File: config.mk
export PLATFORM = sky130hd
export DESIGN_NAME = uart_tx_baud
export DESIGN_NICKNAME = d
export VERILOG_FILES = /design/src/rtl/uart_tx_baud.sv
export SDC_FILE = /design/constraint.sdc
export NUM_CORES = 1
export LEC_CHECK = 0
export BUFFER_PORTS_ARGS = -buffer_cell sky130_fd_sc_hd__buf_2
export CORE_UTILIZATION = 57
export DETAILED_ROUTE_END_ITERATION = 12
export PLACE_DENSITY = 0.83
export SYNTH_ARGS = -nofsm -noshare
export SYNTH_HDL_FRONTEND = slang
export SYNTH_SLANG_ARGS = --single-unit
File: constraint.sdc
create_clock -name clock_in -period 4.55 [get_ports clock_in]
set_input_delay 0.91 -clock clock_in [delete_from_list [all_inputs] [get_ports clock_in]]
set_output_delay 0.91 -clock clock_in [all_outputs]
set_load 0.02 [all_outputs]
File: src/rtl/uart_tx_baud.sv
// uart_tx_baud: LSB-first UART transmitter advanced by rising edges of baud_clk (clock_in domain).
// Define UART_TX_PARITY_EN to append an even-parity bit after the data bits.
module uart_tx_baud #(
  parameter int DATA_BITS = 8,
  parameter int STOP_BITS = 1
) (
  input  logic                 clock_in,
  input  logic                 rst,
  input  logic                 baud_clk,
  input  logic [DATA_BITS-1:0] tx_data,
  input  logic                 tx_start,
  output logic                 tx_busy,
  output logic                 tx_done,
  output logic                 tx_line
);

  typedef enum logic [2:0] {
    IDLE   = 3'd0,
    WAIT   = 3'd1,
    START  = 3'd2,
    DATA   = 3'd3,
`ifdef UART_TX_PARITY_EN
    PARITY = 3'd4,
`endif
    STOP   = 3'd5
  } state_t;

  localparam logic [2:0] LAST_BIT  = 3'(DATA_BITS - 1);
  localparam logic       LAST_STOP = 1'(STOP_BITS - 1);

  state_t               state;
  logic                 baud_prev;
  logic                 tick;
  logic [DATA_BITS-1:0] shift;
  logic [2:0]           bit_cnt;
  logic                 stop_cnt;
`ifdef UART_TX_PARITY_EN
  logic                 parity_bit;
`endif

  assign tick = baud_clk & ~baud_prev;

  always_ff @(posedge clock_in) begin
    if (rst) begin
      state      <= IDLE;
      baud_prev  <= 1'b0;
      shift      <= '0;
      bit_cnt    <= '0;
      stop_cnt   <= 1'b0;
      tx_line    <= 1'b1;
      tx_busy    <= 1'b0;
      tx_done    <= 1'b0;
`ifdef UART_TX_PARITY_EN
      parity_bit <= 1'b0;
`endif
    end else begin
      baud_prev <= baud_clk;
      tx_done   <= 1'b0;
      unique case (state)
        // A tick coinciding with acceptance is dropped: WAIT only sees later ticks.
        IDLE: begin
          tx_line <= 1'b1;
          if (tx_start) begin
            shift   <= tx_data;
`ifdef UART_TX_PARITY_EN
            parity_bit <= ^tx_data;
`endif
            tx_busy <= 1'b1;
            state   <= WAIT;
          end
        end
        WAIT: if (tick) begin
          tx_line <= 1'b0;
          state   <= START;
        end
        START: if (tick) begin
          tx_line <= shift[0];
          shift   <= shift >> 1;
          bit_cnt <= '0;
          state   <= DATA;
        end
        DATA: if (tick) begin
          if (bit_cnt != LAST_BIT) begin
            tx_line <= shift[0];
            shift   <= shift >> 1;
            bit_cnt <= bit_cnt + 3'd1;
          end else begin
`ifdef UART_TX_PARITY_EN
            tx_line <= parity_bit;
            state   <= PARITY;
`else
            tx_line  <= 1'b1;
            stop_cnt <= 1'b0;
            state    <= STOP;
`endif
          end
        end
`ifdef UART_TX_PARITY_EN
        PARITY: if (tick) begin
          tx_line  <= 1'b1;
          stop_cnt <= 1'b0;
          state    <= STOP;
        end
`endif
        STOP: if (tick) begin
          if (stop_cnt != LAST_STOP) begin
            stop_cnt <= stop_cnt + 1'b1;
          end else begin
            tx_done <= 1'b1;
            tx_busy <= 1'b0;
            state   <= IDLE;
          end
        end
        default: state <= IDLE;
      endcase
    end
  end

endmodule

==> results_dict.tcl, run 1 <==
set metrics [dict create \
    postCtsSetupRepairBufs 0 \
    clock_sinks 18 \
    die_w_um 41.87 \
    worst_hold_path_type "flop to flop" \
    area_fraction_in_compound_gates_after_synthesis_pct 17.54 \
    floorplan.initialDensity_pct 60.84 \
    post-route-util_pct 65.80 \
    postCtsResizedCells 0 \
    drt_first_pass_iters 4 \
    detail_route.wl_per_cell_um 12.92 \
    cts_tree "built" \
    fin_cells 129 \
    worst-path-stages 4 \
    part_of_the_cycle_the_worst_path_needs_pct 46.61 \
    clock_buffers_created_by_tritoncts 3 \
    post_synth_mux_area_share_pct 4.420 \
    worst_pin_slew_ns 0.7088 \
    floorplan.die_area_um2 1753 \
    status "completed" \
    worstPathRequired_ns 4.77 \
    synth_cells 104 \
    number_of_cells_on_the_worst_hold_path 2 \
    path_cells "nor2b_1, nand3_1, or3_1, a21oi_1" \
    grt_pass1_vias 675 \
    grt-busiest-layer "met2" \
    timing.critical_path.max_delay_family "simple AND/OR/NAND/NOR gates" \
    cpMaxStageDelayCell "nor2b_1" \
    cpPeakStageDelay_ns 0.64 \
    timing.max_slew.rel_slack_pct 52.65 \
    numPortBuffers 14 \
    cts_hold_buf 0 \
    max_cap_viol_count 0 \
    die_h_um 41.87 \
    gp_congestion 0.7910 \
    fp.coreArea_um2 1489 \
    detail_route.drc_violations 0 \
    grt_start_max_net_pins 19 \
    cts.root.buffer_cell "clkbuf_4" \
    grt_first_pass_wirelength_mm 2.925 \
    met2_usage_pct 37.19 \
    synth_area_in_xor_xnor_pct 0 \
    postSynth.asyncResetShare_pct 0 \
    setup_viol_count_final 0 \
    slew_viol_final 0 \
    cts_max_level 1 \
    rsz0062_at_grt "false" \
    post_synthesis_net_count 118 \
    cp_arrival_ns 2.34 \
    clk_latency_ns 0.29 \
    fin_nets 128 \
    layout-drive-gt1-share_pct 22.12 \
    num_vias 740 \
    antenna_cells 0 \
    synth-main-ff-cell "dfxtp_1" \
    grt.total_usage_pct 21.22 \
    r2r.worst_path.cells 4 \
    core.rowCount 14 \
    avgSynthCellArea_um2 8.710 \
    routed_wl_mm 1.667 \
    worst-r2r-setup-slack_ns 2.43 \
    placed_instances 125 \
    max_clock_freq_mhz 471.5 \
    dp_hpwl_mm 1.208 \
    global_route.usage.met3_pct 2.609 \
    fin_setup_tns_ns 0 \
    skew_ns 0.006699 \
    yosysSeqAreaShare_pct 39.78 \
    number_of_antenna_violations_at_the_first_check_in_global_routing 0 \
    timing.critical_path.buf_inv 0 \
    synth_edf_count 0 \
    power-per-cell-area_nw_per_um2 337.3 \
    number_of_antenna_violating_nets_in_the_routed_design 0 \
    critical_path_peak_fanout 13 \
    synth_simple_gate_area_share_pct 29.28 \
    synth.ff_latch_count 18 \
    vias_per_std_cell 5.736 \
    timing.critical_path.from_type "flop" \
    use_met1_pct 27.27 \
    number_of_placed_i_o_pins 15 \
    drt-initial-drc-count 11 \
    synthesized_area_fraction_occupied_by_adder_cells_pct 2.762 \
    synth_top_family_by_area "simple AND/OR/NAND/NOR gates" \
    grt.overflow.total 0 \
    yosys_warnings 0 \
    irDropWorstVdd_uv 208.4 \
    synth.cell_area_um2 905.9 \
    p_leak_uw 0.0004518 \
    critPathKind "flop to flop" \
    worstSetupEndpointType "flop" \
    hold_viol 0 \
    yosys.cell_types.count 30 \
    min_period_ns 2.121 \
    post_cts_clock_slew_at_the_launch_and_capture_registers_of_the_worst_setup_and_hold_paths_ns 0.11 \
    syn2layout_area_growth_pct 8.149 \
    clockBufferDepth 2 \
]
-- final timing paths --
path | from | endpoint
min reg2reg | bit_cnt[0] | bit_cnt[0]
min | bit_cnt[0] | bit_cnt[0]
max | state[1] | bit_cnt[0]
max reg2reg | state[1] | bit_cnt[0]
-- layout by cell type (no fill, tap or decap), drive strengths merged, types with 2 or more instances in the layout --
master / instances
nor2b: 3
nand2: 19
and3: 2
nor2: 16
nor3b: 2
ha: 2
a311oi: 7
a21oi: 5
buf: 14
or2b: 2
mux2i: 4
o21ai: 2
dfxtp: 18
clkbuf: 4
nand3: 2
-- synthesized netlist by cell type (all sizes together), types with 2 or more instances --
cell type  number  area, um^2
nor3b           2       15.01
and3            2       12.51
clkbuf          4       16.26
ha              2       25.02
buf             5       36.28
nand3           2       10.01
mux2i           4       40.04
nor2           16       60.06
nor2b           3       18.77
or2b            2       15.01
nand2          19       71.32
a21oi           5       25.02
o21ai           2       10.01
dfxtp          18       360.4
a311oi          7       80.07
-- cell families (layout without fill, tap and decap cells) --
family	after synthesis	after routing
AO/OA/AOI/OAI	17	17
flip-flops	18	18
adder cells (fa/ha/maj)	2	2
AND/OR/NAND/NOR	53	53
multiplexers	4	4
buffers and inverters	10	19
-- per-stage QoR --
step	power (uW)	hold WS (ns)	area [um^2]	worst slack, ns
after global placement	233.2	0.4605	943.4	2.309
after detailed placement	235.7	0.4683	943.4	2.229
after CTS	331.5	0.4894	979.7	2.427
after floorplan	225.7	0.4493	905.9	2.680
final	330.4	0.4899	979.7	2.429
after global routing	345.6	0.5097	979.7	2.215
-- flip-flops by register name (all words and copies together), names as in the netlist --
name	cells
shift	8
tx_busy	1
tx_line	1
tx_done	1
state	3
bit_cnt	3
baud_prev	1
-- layout make-up --
cell class              count  area [um^2]
clock buffers               4        36.28
fillers                   136        509.2
inverters                   1        3.754
multi-input cells          76        489.2
flip-flops and latches     18        360.3
well taps                  16        20.02
repair buffers             14        70.07
-- routing by layer --
metal / wire (um) / share of wire, %
met4: 10 / 0.60
met5: 0 / 0
met3: 56 / 3.4
met2: 813 / 49
met1: 787 / 47
-- worst reg2reg max path: cells and delay by family (launching register included) --
family | cells | cell delay (ns)
and+or+nand+nor | 3 | 1.35
DFF | 1 | 0.58
AOI/OAI and AO/OA | 1 | 0.12
-- power by group --
part           total, uW  internal [uW]  switching [uW]
Combinational       53.7           23.8            29.9
Clock               98.2           48.6            49.6
Sequential           179            169            9.29
Power figures use the tool's default switching activity.
==> run 2, diff against run 1 <==
--- a/config.mk
+++ b/config.mk
@@ -6,9 +6,9 @@
 export NUM_CORES = 1
 export LEC_CHECK = 0
 export BUFFER_PORTS_ARGS = -buffer_cell sky130_fd_sc_hd__buf_2
-export CORE_UTILIZATION = 57
+export CORE_UTILIZATION = 53
 export DETAILED_ROUTE_END_ITERATION = 12
-export PLACE_DENSITY = 0.83
+export PLACE_DENSITY = 0.78
 export SYNTH_ARGS = -nofsm -noshare
 export SYNTH_HDL_FRONTEND = slang
 export SYNTH_SLANG_ARGS = --single-unit
==> constraint.sdc (replaced) <==
create_clock -name clock_in -period 2.07 [get_ports clock_in]
set_input_delay 0.414 -clock clock_in [delete_from_list [all_inputs] [get_ports clock_in]]
set_output_delay 0.414 -clock clock_in [all_outputs]
set_load 0.02 [all_outputs]
==> run 2 against run 1 <==
  * Wire length about the same
  * Sequential cell count unchanged
  * Fmax up 16%
  * Clock skew up 0.0060 ns
  * Register-to-register slack worse by 2.2 ns
  * Global-route usage down 1.4 points
  * Sequential power up 120%
  * Via count up 5.0%
  * Non-clock buffer count up 3
  * Highest routed layer unchanged
==> results_dict.tcl, run 2 (synthesis gave the netlist of run 1 again) <==
set metrics [dict create \
    critPathKind "flop to flop" \
    cts_hold_buf 0 \
    grt_start_max_net_pins 19 \
    syn2layout_area_growth_pct 10.64 \
    global_route.usage.met3_pct 4.167 \
    detail_route.drc_violations 0 \
    use_met1_pct 23.30 \
    detail_route.wl_per_cell_um 12.64 \
    skew_ns 0.01273 \
    fin_setup_tns_ns 0 \
    max_clock_freq_mhz 548.2 \
    hold_viol 0 \
    cts_tree "built" \
    worst_pin_slew_ns 0.4316 \
    register_containing_the_most_flip_flops_in_the_final_layout "shift" \
    vias_per_std_cell 5.886 \
    path_cells "ha_1, ha_1, or2b_1, a221oi_4, buf_4, nor2_1, a311oi_2" \
    worst_hold_path_type "primary input to flop" \
    die_w_um 43.34 \
    clock_sinks 18 \
    status "completed" \
    drt_first_pass_iters 4 \
    setup.worst_path.start "bit_cnt[0]" \
    worst-path-stages 7 \
    largest_registers "shift (8), bit_cnt (3), state (3)" \
    timing.max_slew.rel_slack_pct 71.19 \
    worst-r2r-setup-slack_ns 0.25 \
    floorplan.die_area_um2 1878 \
    timing.critical_path.to "shift[3]" \
    part_of_the_cycle_the_worst_path_needs_pct 88.13 \
    fp.coreArea_um2 1559 \
    core.rowCount 14 \
    postCtsResizedCells 0 \
    number_of_antenna_violating_nets_in_the_routed_design 0 \
    cts_max_level 1 \
    cpPeakStageDelay_ns 0.34 \
    max_cap_viol_count 0 \
    final_common_cell "nand2_1" \
    grt_pass1_vias 636 \
    drt-initial-drc-count 14 \
    number_of_antenna_violations_at_the_first_check_in_global_routing 0 \
    grt_first_pass_wirelength_mm 2.739 \
    placedInstanceArea_um2 965.9 \
    dp_hpwl_mm 1.176 \
    grt.total_usage_pct 19.79 \
    clockBufferDepth 2 \
    cp_common_cell "ha_1" \
    clk_latency_ns 0.30 \
    timing.critical_path.from_type "flop" \
    post-place-ws_ns 0.2466 \
    cts.root.buffer_cell "clkbuf_4" \
    die_h_um 43.34 \
    antenna_cells 0 \
    mostFrequentLayoutCells "nand2_1 (19), dfxtp_1 (18), nor2_1 (16), buf_2 (14), a21oi_1 (5)" \
    reg2reg_to "shift[3]" \
    grt-busiest-layer "met2" \
    irDropWorstVdd_uv 476.9 \
    timing.critical_path.max_delay_family "compound AO/OA/AOI/OAI gates" \
    worstPathRequired_ns 2.28 \
    rsz0062_at_grt "false" \
    num_vias 777 \
    met2_usage_pct 33.64 \
    setup_viol_count_final 0 \
    reg2reg_from "bit_cnt[0]" \
    grt.overflow.total 0 \
    clock_buffers_created_by_tritoncts 3 \
    power-per-cell-area_nw_per_um2 735.5 \
    post-route-worst-setup-slack_ns 0.2457 \
    numPortBuffers 14 \
    layout-drive-gt1-share_pct 24.14 \
    worstSetupEndpointType "flop" \
    p_leak_uw 0.0004671 \
    cpMaxStageDelayCell "dfxtp_1" \
    floorplan.initialDensity_pct 58.11 \
    routed_wl_mm 1.668 \
    finish.instance_area_um2 1002 \
    largest_reg_flops 8 \
    r2r.worst_path.cells 7 \
    slew_viol_final 0 \
    number_of_placed_i_o_pins 15 \
    critical_path_peak_fanout 15 \
    cp_arrival_ns 2.03 \
    postCtsSetupRepairBufs 0 \
    post_cts_clock_slew_at_the_launch_and_capture_registers_of_the_worst_setup_and_hold_paths_ns 0.11 \
    min_period_ns 1.824 \
    gp_congestion 0.7965 \
    timing.critical_path.buf_inv 1 \
    fin_nets 131 \
]
==> run 2: worst min-delay path by stage <==
stage,from,cells past startpoint,slack (ns),endpoint
2_1_floorplan,bit_cnt[0],2,0.45,bit_cnt[0]
3_3_place_gp,bit_cnt[0],2,0.46,bit_cnt[0]
3_5_place_dp,bit_cnt[0],2,0.47,bit_cnt[0]
4_1_cts,tx_data[7],2,0.34,shift[7]
5_1_grt,tx_data[7],2,0.34,shift[7]
6_report,tx_data[7],2,0.34,shift[7]
==> run 2: power by group <==
group          leakage (uW)  total (uW)  internal (uW)  switching [uW]
clock network     0.0000210         220            107             113
logic              0.000298         123           58.0            65.4
registers          0.000148         394            372            21.9
==> run 2: stage by stage <==
step	util [%]	total power, uW	hold slack (ns)	cells
after floorplan	-	496.2	0.4493	104
after global placement	61.96	519.5	0.4579	128
after detailed placement	61.96	525.2	0.4708	128
after CTS	64.29	738.7	0.3440	132
after global routing	64.29	772.1	0.3385	132
final	64.29	737.1	0.3401	132
==> run 2: routing by layer <==
| layer | part of all wire, % | wire, um |
|---|---|---|
| met1 | 46 | 760 |
| met3 | 4.6 | 76 |
| met4 | 2.3 | 38 |
| met2 | 47 | 792 |
| met5 | 0 | 0 |
==> run 2: layout make-up <==
class                           count  area, um^2
Clock buffer                        4       36.28
Fill cell                         140       556.8
Inverter                            1       3.754
Timing Repair Buffer               17       92.59
Multi-Input combinational cell     76       489.2
Sequential cell                    18       360.3
Tap cell                           16       20.02
